$ cat src/rtl/trap_vector_unit.sv
`default_nettype none
// ============================================================================
// Module      : trap_vector_unit
// Description : Trap controller with a writable trap-vector base register
//               (direct or vectored mode). It captures the exception PC,
//               cause and value, and sequences the trap-entry, handler and
//               return redirects to fetch. A trap raised while a handler is
//               running latches a sticky double fault, and fetch is redirected
//               to a fixed handler address.
// Macro       : TRAP_COUNTER_EN - adds the saturating trap_count port/counter
// Ports       : clk, reset (sync, active-high)
//               exc_valid/exc_cause/exc_pc/exc_tval - exception request
//               mret - handler return request
//               tvec_we/tvec_wdata - vector base register write
//               tvec - base register readback (bit1 reads 0)
//               redirect_valid/redirect_pc/flush - PC redirect to fetch
//               epc/cause/tval - captured trap information
//               in_handler, double_fault - status
//               trap_count - trap-entry counter (TRAP_COUNTER_EN only)
// Revision    : 1.0 - initial release
// ============================================================================
module trap_vector_unit #(
   parameter int          XLEN       = 32,
   parameter int          CAUSE_W    = 4,
   parameter int          NUM_CAUSES = 4,
   parameter logic [31:0] RESET_BASE = 32'h00000080,
   parameter int          RESET_MODE = 1,
   parameter logic [31:0] DF_ADDR    = 32'h000000FC
) (
   input  logic               clk,
   input  logic               reset,
   input  logic               exc_valid,
   input  logic [CAUSE_W-1:0] exc_cause,
   input  logic [XLEN-1:0]    exc_pc,
   input  logic [XLEN-1:0]    exc_tval,
   input  logic               mret,
   input  logic               tvec_we,
   input  logic [XLEN-1:0]    tvec_wdata,
   output logic [XLEN-1:0]    tvec,
   output logic               redirect_valid,
   output logic [XLEN-1:0]    redirect_pc,
   output logic               flush,
   output logic [XLEN-1:0]    epc,
   output logic [XLEN-1:0]    tval,
   output logic [CAUSE_W-1:0] cause,
   output logic               in_handler,
   output logic               double_fault
`ifdef TRAP_COUNTER_EN
   ,
   output logic [31:0]        trap_count
`endif
);

   typedef enum logic [2:0] {
      ST_IDLE    = 3'd0,
      ST_TRAP    = 3'd1,
      ST_HANDLER = 3'd2,
      ST_RETURN  = 3'd3,
      ST_HALT    = 3'd4
   } state_t;

   state_t              r_state;
   state_t              w_next;
   logic [XLEN-3:0]     r_base;
   logic                r_mode;
   logic [XLEN-1:0]     r_target;
   logic [XLEN-1:0]     r_epc;
   logic [XLEN-1:0]     r_tval;
   logic [CAUSE_W-1:0]  r_cause;
   logic                r_df;
   logic                r_df_entry;   // high only in the first HALT cycle
   logic [XLEN-1:0]     w_slot;
   logic [XLEN-1:0]     w_target;
   logic                w_trap_take;
   logic                w_df_take;
   logic                w_unused_wbit;

   // Bit 1 of the written value has no storage; it always reads back as 0.
   assign w_unused_wbit = tvec_wdata[1];

   // Causes past the dedicated slots share the single overflow slot.
   assign w_slot   = (XLEN'(exc_cause) >= XLEN'(NUM_CAUSES)) ? XLEN'(NUM_CAUSES)
                                                              : XLEN'(exc_cause);
   // Uses the base register value from before this edge, so a concurrent
   // write does not affect the trap taken in the same cycle.
   assign w_target = r_mode ? ({r_base, 2'b00} + (w_slot << 2)) : {r_base, 2'b00};

   assign w_trap_take = (r_state == ST_IDLE) && exc_valid;
   assign w_df_take   = (r_state == ST_HANDLER) && exc_valid;

   always_comb begin
      w_next = r_state;
      case (r_state)
         ST_IDLE:    if (exc_valid) w_next = ST_TRAP;
         ST_TRAP:    w_next = ST_HANDLER;
         ST_HANDLER: begin
            // A nested exception wins over a simultaneous return.
            if (exc_valid)  w_next = ST_HALT;
            else if (mret)  w_next = ST_RETURN;
         end
         ST_RETURN:  w_next = ST_IDLE;
         ST_HALT:    w_next = ST_HALT;
         default:    w_next = ST_IDLE;
      endcase
   end

   always_comb begin
      redirect_valid = 1'b0;
      redirect_pc    = '0;
      flush          = 1'b0;
      if (r_state == ST_TRAP) begin
         redirect_valid = 1'b1;
         redirect_pc    = r_target;
         flush          = 1'b1;
      end else if (r_state == ST_RETURN) begin
         redirect_valid = 1'b1;
         redirect_pc    = r_epc;
      end else if (r_df_entry) begin
         redirect_valid = 1'b1;
         redirect_pc    = XLEN'(DF_ADDR);
         flush          = 1'b1;
      end
   end

   always_ff @(posedge clk) begin
      if (reset) begin
         r_state    <= ST_IDLE;
         r_base     <= RESET_BASE[XLEN-1:2];
         r_mode     <= 1'(RESET_MODE);
         r_target   <= '0;
         r_epc      <= '0;
         r_tval     <= '0;
         r_cause    <= '0;
         r_df       <= 1'b0;
         r_df_entry <= 1'b0;
      end else begin
         r_state    <= w_next;
         r_df_entry <= w_df_take;
         if (tvec_we) begin
            r_base <= tvec_wdata[XLEN-1:2];
            r_mode <= tvec_wdata[0];
         end
         if (w_trap_take) begin
            r_target <= w_target;
            r_epc    <= exc_pc;
            r_tval   <= exc_tval;
            r_cause  <= exc_cause;
         end
         if (w_df_take) r_df <= 1'b1;
      end
   end

`ifdef TRAP_COUNTER_EN
   logic [31:0] r_count;

   always_ff @(posedge clk) begin
      if (reset) begin
         r_count <= '0;
      end else if ((w_trap_take || w_df_take) && (r_count != 32'hFFFFFFFF)) begin
         r_count <= r_count + 32'd1;
      end
   end

   assign trap_count = r_count;
`endif

   assign tvec         = {r_base, 1'b0, r_mode};
   assign epc          = r_epc;
   assign tval         = r_tval;
   assign cause        = r_cause;
   assign in_handler   = (r_state == ST_HANDLER);
   assign double_fault = r_df;

endmodule
`default_nettype wire

$ cat config.mk
export PLATFORM = sky130hd
export DESIGN_NAME = trap_vector_unit
export DESIGN_NICKNAME = d
export VERILOG_FILES = /design/src/rtl/trap_vector_unit.sv
export SDC_FILE = /design/constraint.sdc
export NUM_CORES = 1
export LEC_CHECK = 0
export BUFFER_PORTS_ARGS = -buffer_cell sky130_fd_sc_hd__buf_2
export CORE_MARGIN = 2
export CORE_UTILIZATION = 50
export CTS_BUF_LIST = sky130_fd_sc_hd__clkbuf_8
export DETAILED_ROUTE_END_ITERATION = 12
export PLACE_DENSITY_LB_ADDON = 0.08
export SLEW_MARGIN = 0
export SYNTH_ARGS = -nofsm -noshare
export SYNTH_HDL_FRONTEND = slang
export SYNTH_SLANG_ARGS = --single-unit
$ cat constraint.sdc
create_clock -name clk -period 2.6 [get_ports clk]
set_input_delay 0.52 -clock clk [delete_from_list [all_inputs] [get_ports clk]]
set_output_delay 0.52 -clock clk [all_outputs]
set_load 0.005 [all_outputs]
# Word-level counts from Yosys, hierarchy flattened
# Index checks and enable logic that the tools add are counted.
classes:
  n_shift: 0
  add_sub_neg: 1
  n_reduce_logical: 4
  magnitude_cmp: 1
  div_mod_pow: 0
  mux: 14
  eq_ne: 6
  multipliers: 0
  n_bitwise: 0
ops:
  columns: ["op", "n"]
  rows:
  - ["two-way mux 32 bit", 3]
  - ["adder 32 x 6 -> 32 bit", 1]
  - ["one-hot mux 3 bit (4 select lines)", 1]
  - ["two-way mux 3 bit", 3]
  - ["two-way mux 8 bit", 1]
  - ["== test 3 x 2 -> 1 bit (second input constant)", 2]
  - ["two-way mux 1 bit", 5]
  - [">= comparator 4 x 3 -> 1 bit (second input constant)", 1]
  - ["two-way mux 4 bit", 1]
  - ["== test 3 x 1 -> 1 bit (second input constant)", 1]
  - ["== test 3 bit (second input constant)", 1]
  - ["zero test 3 bit", 1]
  - ["inequality test 3 bit (second input constant)", 1]
  - ["logical AND 1 bit", 2]
  - ["inequality test 2 bit (second input constant)", 1]
  - ["AND reduction 2 bit", 1]
totals:
  elab_cells: 35
  mem_bits_ro: 0
  input_bits: 105
  reg_bits: 136
  mem_bits_rw: 0
  mem_count: 0
  latchBits: 0

# Logic depth before layout (Yosys ltp)
# Gate-level depths: netlist (run 1).
depth:
  depth_word: 4
  depth_mapped: 9

# Worst setup path before layout (run 1)
# No wires, ideal clock.
synth_timing:
  kind: "input port to flip-flop"
  startpoint: "in exc_cause[3]"
  endpoint: "reg r_target[27]"
  setup_ps: 70
  arrival_ps: 2238
  required_time_ps: 2530
  setup_slack_ps: 292
  path_stages: 8
  path_cell_list: "or2_2 > ha_1 > nand2_1 > o21ai_0 > clkbuf_1 > nand4_1 > xor2_1 > a21oi_1"
synth_via:
  elab_chain_len: 4
synth_lines:
  columns: ["element", "line_no", "source"]
  rows:
  - ["start: declaration", "33", "input logic [CAUSE_W-1:0] exc_cause,"]
  - [">= comparator 4 x 3 -> 1 bit", "82", "assign w_slot = (XLEN'(exc_cause) >= XLEN'(NUM_CAUSES)) ? XLEN'(NUM_CAUSES)"]
  - ["two-way mux 4 bit (*)", "82", null]
  - ["adder 32 x 6 -> 32 bit (*)", "86", "assign w_target = r_mode ? ({r_base, 2'b00} + (w_slot << 2)) : {r_base, 2'b00};"]
  - ["two-way mux 32 bit (*)", "86", null]
  - ["end signal: assignment", "144", "r_target <= w_target;"]
  - ["end: declaration", "66", "logic [XLEN-1:0] r_target;"]
# Every way passes the cells marked *; elsewhere a longest branch is shown, timed or not.
# A chain may end at the register's enable or synchronous reset.

# Final worst setup path (run 1)
layout_timing:
  startpoint: "reg r_state[1]"
  endpoint: "out redirect_pc[3]"
layout_via:
  elab_chain_len: 3
layout_lines:
  columns: ["element", "line_no", "source"]
  rows:
  - ["start: declaration", "62", "state_t r_state;"]
  - ["start signal: assignment", "137", "r_state <= w_next;"]
  - ["== test 3 x 2 -> 1 bit", "115", "end else if (r_state == ST_RETURN) begin"]
  - ["two-way mux 32 bit", "115", null]
  - ["two-way mux 32 bit (*)", "111", "if (r_state == ST_TRAP) begin"]
  - ["end: declaration", "41", "output logic [XLEN-1:0] redirect_pc,"]
# Marked as above.

==> impl_metrics.ini, run 1 <==
[sta]
slew_violations = 0
tightestPinTransition_ns = 0.821
fin_skew_ns = 0.00760
fmax_mhz = 410
period_needed_ns = 2.44
max-slew-margin-rel_pct = 45.2
rsz0062_at_grt = no
tns_ns = 0
finalSetupViolations = 0
period_share_pct = 93.8
hold_violations = 0

[power]
pwr-share-comb_pct = 15.6
power_frac_seq_pct = 49.4
p_leak_nw = 3.58
swShare_pct = 27.1
power.density_nw_per_um2 = 630
finalPower_mw = 4.74
ir_worst_vdd_mv = 0.511
p_clk_share_pct = 35.0
p_switching_mw = 1.29
p_int_mw = 3.45

[critical_path]
crit_family = flip-flops
cp_max_fo = 23
critical_path_required_ns = 2.08
worst-path-buf-inv = 2
critical_path_arrival_ns = 1.92
endpoint_kind = output pin
r2r-end = r_target[8]
slowest_delay_ns = 0.60
crit_type = register to output pin
cp_cell_sequence = buf_6 -> mux2i_1 -> a21oi_1 -> buf_2
r2r_start = r_base[0]
worst_setup_path_start_kind = register
ff2ff_setup_slack_ns = 0.49
r2r_cells = 7
crit_slowest_cell = dfxtp_2

[cts]
cts_tree = done
clock-root-buffer = clkbuf_8
clock_sinks = 134
post-cts-setup-buffer-count = 0
hold_buffers = 0
path_clk_slew_ns = 0.07
ctsResizeCount = 0
htreeDepth = 4
clockBufferDepth = 2
insertion_delay_ns = 0.45
cts_buffers = 17

[finish]
final_common_cell = buf_2
drive_above_1_share_pct = 30.5
area_growth_pct = 28.9
final_nets = 1033
fillers = 1008
layout_common_cells = 237 x buf_2, 147 x nand2_1, 133 x dfxtp_1, 103 x a21oi_1

[run_status]
status = complete, no violations

[yosys]
synth-main-ff-cell = dfxtp_1
synth-edff-count = 0
synth_area_leaders = dfxtp_1 46%, mux2i_1 11%, nand2_1 9.5%
synth_cell_types = 38
synthesis.area_sq_um = 5840
ys_seq_area_share_pct = 46.0
syn_area_per_cell_sq_um = 8.24
ys_seq_elements = 134
synth_top_cell_area_share_pct = 46.0
yosys.area.top_type = dfxtp_1
yosysWarnings = 0
synthArstFlopShare_pct = 0
syn_inst = 708

[flow_run]
cap_viol_max_count = 0

[global_route]
grt_pass1_vias = 5320
overflow = 0
grt_pass1_wl_um = 26000
grt_max_degree = 70
grt_usage_pct = 25.5
antenna_found_initial = 3

[hold_path]
min_to = r_base[5]
hold_start = tvec_wdata[7]
whs_path_depth = 3
hp-class = input port to register

[route]
vias = 5601
dr.first_iter.drc_count = 337
drc = 0
final_antenna_net_count = 0
wirelength_um = 16100
firstDrtPassIters = 4
via_per_inst = 5.20
wl_per_cell_um = 15.0

[floorplan]
ioPinCount = 241
core_area_sq_um = 11400
die_w_um = 112
start_util_pct = 51.1
dieArea_sq_um = 12600
die_h_um = 112
fp-row-count = 39

[placement]
dp_hpwl_um = 11400
port_buffers = 238
routabilityCongestion = 0.819
-- worst register-to-register path, delay by kind of cell, from the launching register on --
family / cells / cell delay (ns)
xor gates and xnor gates: 1 / 0.13
and+or+nand+nor: 2 / 0.39
adders and majority gates: 2 / 0.67
AOI/OAI and AO/OA: 2 / 0.47
DFF: 1 / 0.34
-- routing by layer --
| layer | vias up | track usage, % | routed length [um] |
|---|---|---|---|
| met4 | 2 | 10.0 | 279 |
| met3 | 27 | 6.48 | 1090 |
| met2 | 195 | 42.4 | 7740 |
| li1 | 2819 | - | - |
| met5 | - | 0 | 8 |
| met1 | 2558 | 32.1 | 7020 |
-- layout make-up --
| cell class | instances | area [sq um] | share of cell area [%] |
|---|---|---|---|
| antenna | 1 | 2.50 | 0.0333 |
| clock buffer | 24 | 330 | 4.39 |
| clock inverter | 5 | 47.5 | 0.632 |
| inverter | 8 | 30.0 | 0.399 |
| multi-input combinational | 513 | 2920 | 38.8 |
| sequential | 134 | 2680 | 35.7 |
| tap | 143 | 179 | 2.38 |
| timing repair buffer | 249 | 1330 | 17.7 |
-- cells by family (layout without fill, tap and decap cells) --
logic type               Yosys count  in the layout  share of synthesized area (%)
AND/OR/NAND/NOR                  272            272                           20.7
AO/OA/AOI/OAI                    142            142                           12.7
flip-flops                       134            134                           46.0
multiplexers                      65             65                           11.1
buffers and inverters             62            286                           4.22
XOR/XNOR                          27             27                           4.05
adder cells (fa/ha/maj)            5              5                           1.20
other                              1              3                         0.0643
-- synth_stat cells (4+ instances only) --
| cell type | number |
|---|---|
| nand2_1 | 147 |
| dfxtp_1 | 134 |
| a21oi_1 | 103 |
| mux2i_1 | 65 |
| nor2_1 | 65 |
| clkbuf_1 | 37 |
| o21ai_0 | 28 |
| xor2_1 | 21 |
| nand3_1 | 14 |
| nand4_1 | 12 |
| and3_1 | 10 |
| buf_1 | 10 |
| inv_1 | 8 |
| xnor2_1 | 6 |
| a211oi_1 | 5 |
| buf_2 | 5 |
| nor3_1 | 5 |
| ha_1 | 4 |
-- flip-flops by register name (all words and copies together), names as in the netlist --
| signal | cells |
|---|---|
| r_state | 3 |
| r_mode | 1 |
| r_df_entry | 1 |
| r_target | 30 |
| r_base | 30 |
| double_fault | 1 |
| epc | 32 |
| tval | 32 |
| cause | 4 |
-- metrics by stage --
step	hold WS [ns]	instance area, sq um	util (%)	worst slack, ns	instances
after global placement	0.433	7140	62.5	0.0944	1047
after CTS	0.267	7510	65.8	0.0461	1076
after detailed placement	0.445	7140	62.5	0.0568	1047
after floorplan	0.431	5840	-	0.292	709
after global routing	0.280	7520	65.9	0.0705	1077
final	0.288	7520	65.9	0.160	1077
-- worst max path at each step --
stage,slack [ns],from,to,cells after the start
after floorplan,0.29,exc_cause[3],r_target[27],8
after global placement,0.09,exc_cause[3],r_target[8],10
after detailed placement,0.06,exc_cause[3],r_target[8],10
after global routing,0.07,r_state[2],redirect_pc[3],5
final,0.16,r_state[1],redirect_pc[3],4
after CTS,0.05,r_state[1],redirect_pc[3],4
-- power groups by stage --
stage | Sequential (mW) | Combinational, mW | Clock, mW
3_3_place_gp | 2.38 | 0.722 | 0
6_report | 2.34 | 0.740 | 1.66
3_5_place_dp | 2.38 | 0.739 | 0
4_1_cts | 2.34 | 0.742 | 1.69
2_1_floorplan | 2.35 | 0.432 | 0
5_1_grt | 2.36 | 0.828 | 1.79
Note: power is estimated with default switching activity, not from simulation.
==> inputs of run 2 (changes only) <==
--- a/config.mk
+++ b/config.mk
@@ -10,6 +10,7 @@
 export CORE_UTILIZATION = 50
 export CTS_BUF_LIST = sky130_fd_sc_hd__clkbuf_8
 export DETAILED_ROUTE_END_ITERATION = 12
+export MAX_ROUTING_LAYER = met4
 export PLACE_DENSITY_LB_ADDON = 0.08
 export SLEW_MARGIN = 0
 export SYNTH_ARGS = -nofsm -noshare
==> run 2 against run 1 <==
  * Routed wire length decreased by 0.30%
  * Largest cell class unchanged
  * Setup slack got worse by 0.0018 ns
  * Die area unchanged
  * Critical endpoint unchanged
  * Combinational power about the same
  * Sequential share of layout area about the same
  * First-iteration DRC count decreased by 4.5%
  * Highest routed layer is now met4
  * Via count increased by 0.16%
==> impl_metrics.ini, run 2 (synthesized netlist as in run 1, its figures left out) <==
[floorplan]
ioPinCount = 241
die_h_um = 112
core_area_sq_um = 11400
dieArea_sq_um = 12600
fp-row-count = 39
start_util_pct = 51.1
die_w_um = 112

[global_route]
overflow = 0
grt_max_degree = 70
grt_pass1_vias = 5309
grt_usage_pct = 26.3
antenna_found_initial = 3
grt_pass1_wl_um = 26000

[sta]
max-slew-margin-rel_pct = 47.7
tightestPinTransition_ns = 0.783
slew_violations = 0
finalSetupViolations = 0
hold_slack_ns = 0.287
tns_ns = 0
fin_skew_ns = 0.00687
period_share_pct = 93.9
hold_violations = 0
fmax_mhz = 410
rsz0062_at_grt = no
period_needed_ns = 2.44

[critical_path]
crit_type = register to output pin
worst-path-buf-inv = 2
cp_cell_sequence = buf_6 -> mux2i_1 -> a21oi_1 -> buf_2
critical_path_required_ns = 2.08
crit_family = flip-flops
endpoint_kind = output pin
crit_slowest_cell = dfxtp_2
critical_path_arrival_ns = 1.92
slowest_delay_ns = 0.61
cp_max_fo = 23
worst_setup_path_start_kind = register

[finish]
area_growth_pct = 28.9
layout_common_cells = 237 x buf_2, 147 x nand2_1, 133 x dfxtp_1, 103 x a21oi_1
final_common_cell = buf_2
final_nets = 1033
drive_above_1_share_pct = 30.5

[flow_run]
cap_viol_max_count = 0

[route]
final_antenna_net_count = 0
firstDrtPassIters = 5
dr.first_iter.drc_count = 322
drc = 0
vias = 5610
wl_per_cell_um = 14.9
via_per_inst = 5.20
wirelength_um = 16100

[power]
p_int_mw = 3.45
p_switching_mw = 1.29
swShare_pct = 27.2
power_frac_seq_pct = 49.4
pwr-share-comb_pct = 15.6
p_leak_nw = 3.58
power.density_nw_per_um2 = 630
p_clk_share_pct = 35.0
ir_worst_vdd_mv = 0.513

[cts]
insertion_delay_ns = 0.44
cts_tree = done
htreeDepth = 4
clockBufferDepth = 2
path_clk_slew_ns = 0.07
cts_buffers = 17
clock_sinks = 134
clock-root-buffer = clkbuf_8

[placement]
routabilityCongestion = 0.831
dp_hpwl_um = 11400
port_buffers = 238

[hold_path]
hp-class = input port to register

[run_status]
status = complete, no violations
## run 2: cell count changes in the layout (fill, tap and decap cells not counted)
cell / before / now
diode_2: 1 / 3
## run 2: area by class of cell
type / count / area (sq um)
multi-input combinational: 513 / 2920
antenna: 3 / 7.51
tap: 143 / 179
fill: 1006 / 3890
timing repair buffer: 249 / 1330
clock buffer: 24 / 330
clock inverter: 5 / 47.5
sequential: 134 / 2680
inverter: 8 / 30.0
## run 2: tightest hold or removal path: stages
cell and delay, ns:
buf_2 0.07, mux2i_1 0.06, nand2_1 0.06
## run 2: power groups by stage
stage	Sequential, mW	Clock (mW)	Combinational (mW)
detailed placement	2.38	0	0.739
floorplan	2.35	0	0.432
finish	2.34	1.66	0.740
global route	2.36	1.79	0.828
CTS	2.34	1.69	0.742
global placement	2.38	0	0.722
## run 2: worst paths after layout
check	from	endpoint	slack, ns	depth (start not counted)
hold reg to reg	tval[21]	tval[21]	0.45	2
hold / removal	tvec_wdata[7]	r_base[5]	0.29	3
setup reg to reg	r_base[0]	r_target[8]	0.48	7
setup / recovery	r_state[1]	redirect_pc[3]	0.16	4
## run 2: timing repair
action / CTS / global route
hold buffers: 0 / 0
gates resized for setup: 0 / 1
setup buffers: 0 / 0
setup endpoints to repair: 0 / 1
## run 2: through the flow
stage               total power, mW  setup slack, ns  util (%)  std cells  instance area, sq um
CTS                            4.77           0.0461      65.8       1076                  7510
finish                         4.74            0.159      65.9       1079                  7520
floorplan                      2.78            0.292         -        709                  5840
global placement               3.10           0.0944      62.5       1047                  7140
detailed placement             3.12           0.0568      62.5       1047                  7140
global route                   4.98           0.0697      65.9       1079                  7520
## run 2: routing by layer
metal | part of all wire (%) | track usage (%) | wire length (um)
met4 | 1.8 | 9.76 | 297
met5 | 0 | - | 0
met1 | 44 | 32.3 | 7070
met3 | 6.2 | 6.10 | 1000
met2 | 48 | 42.5 | 7710
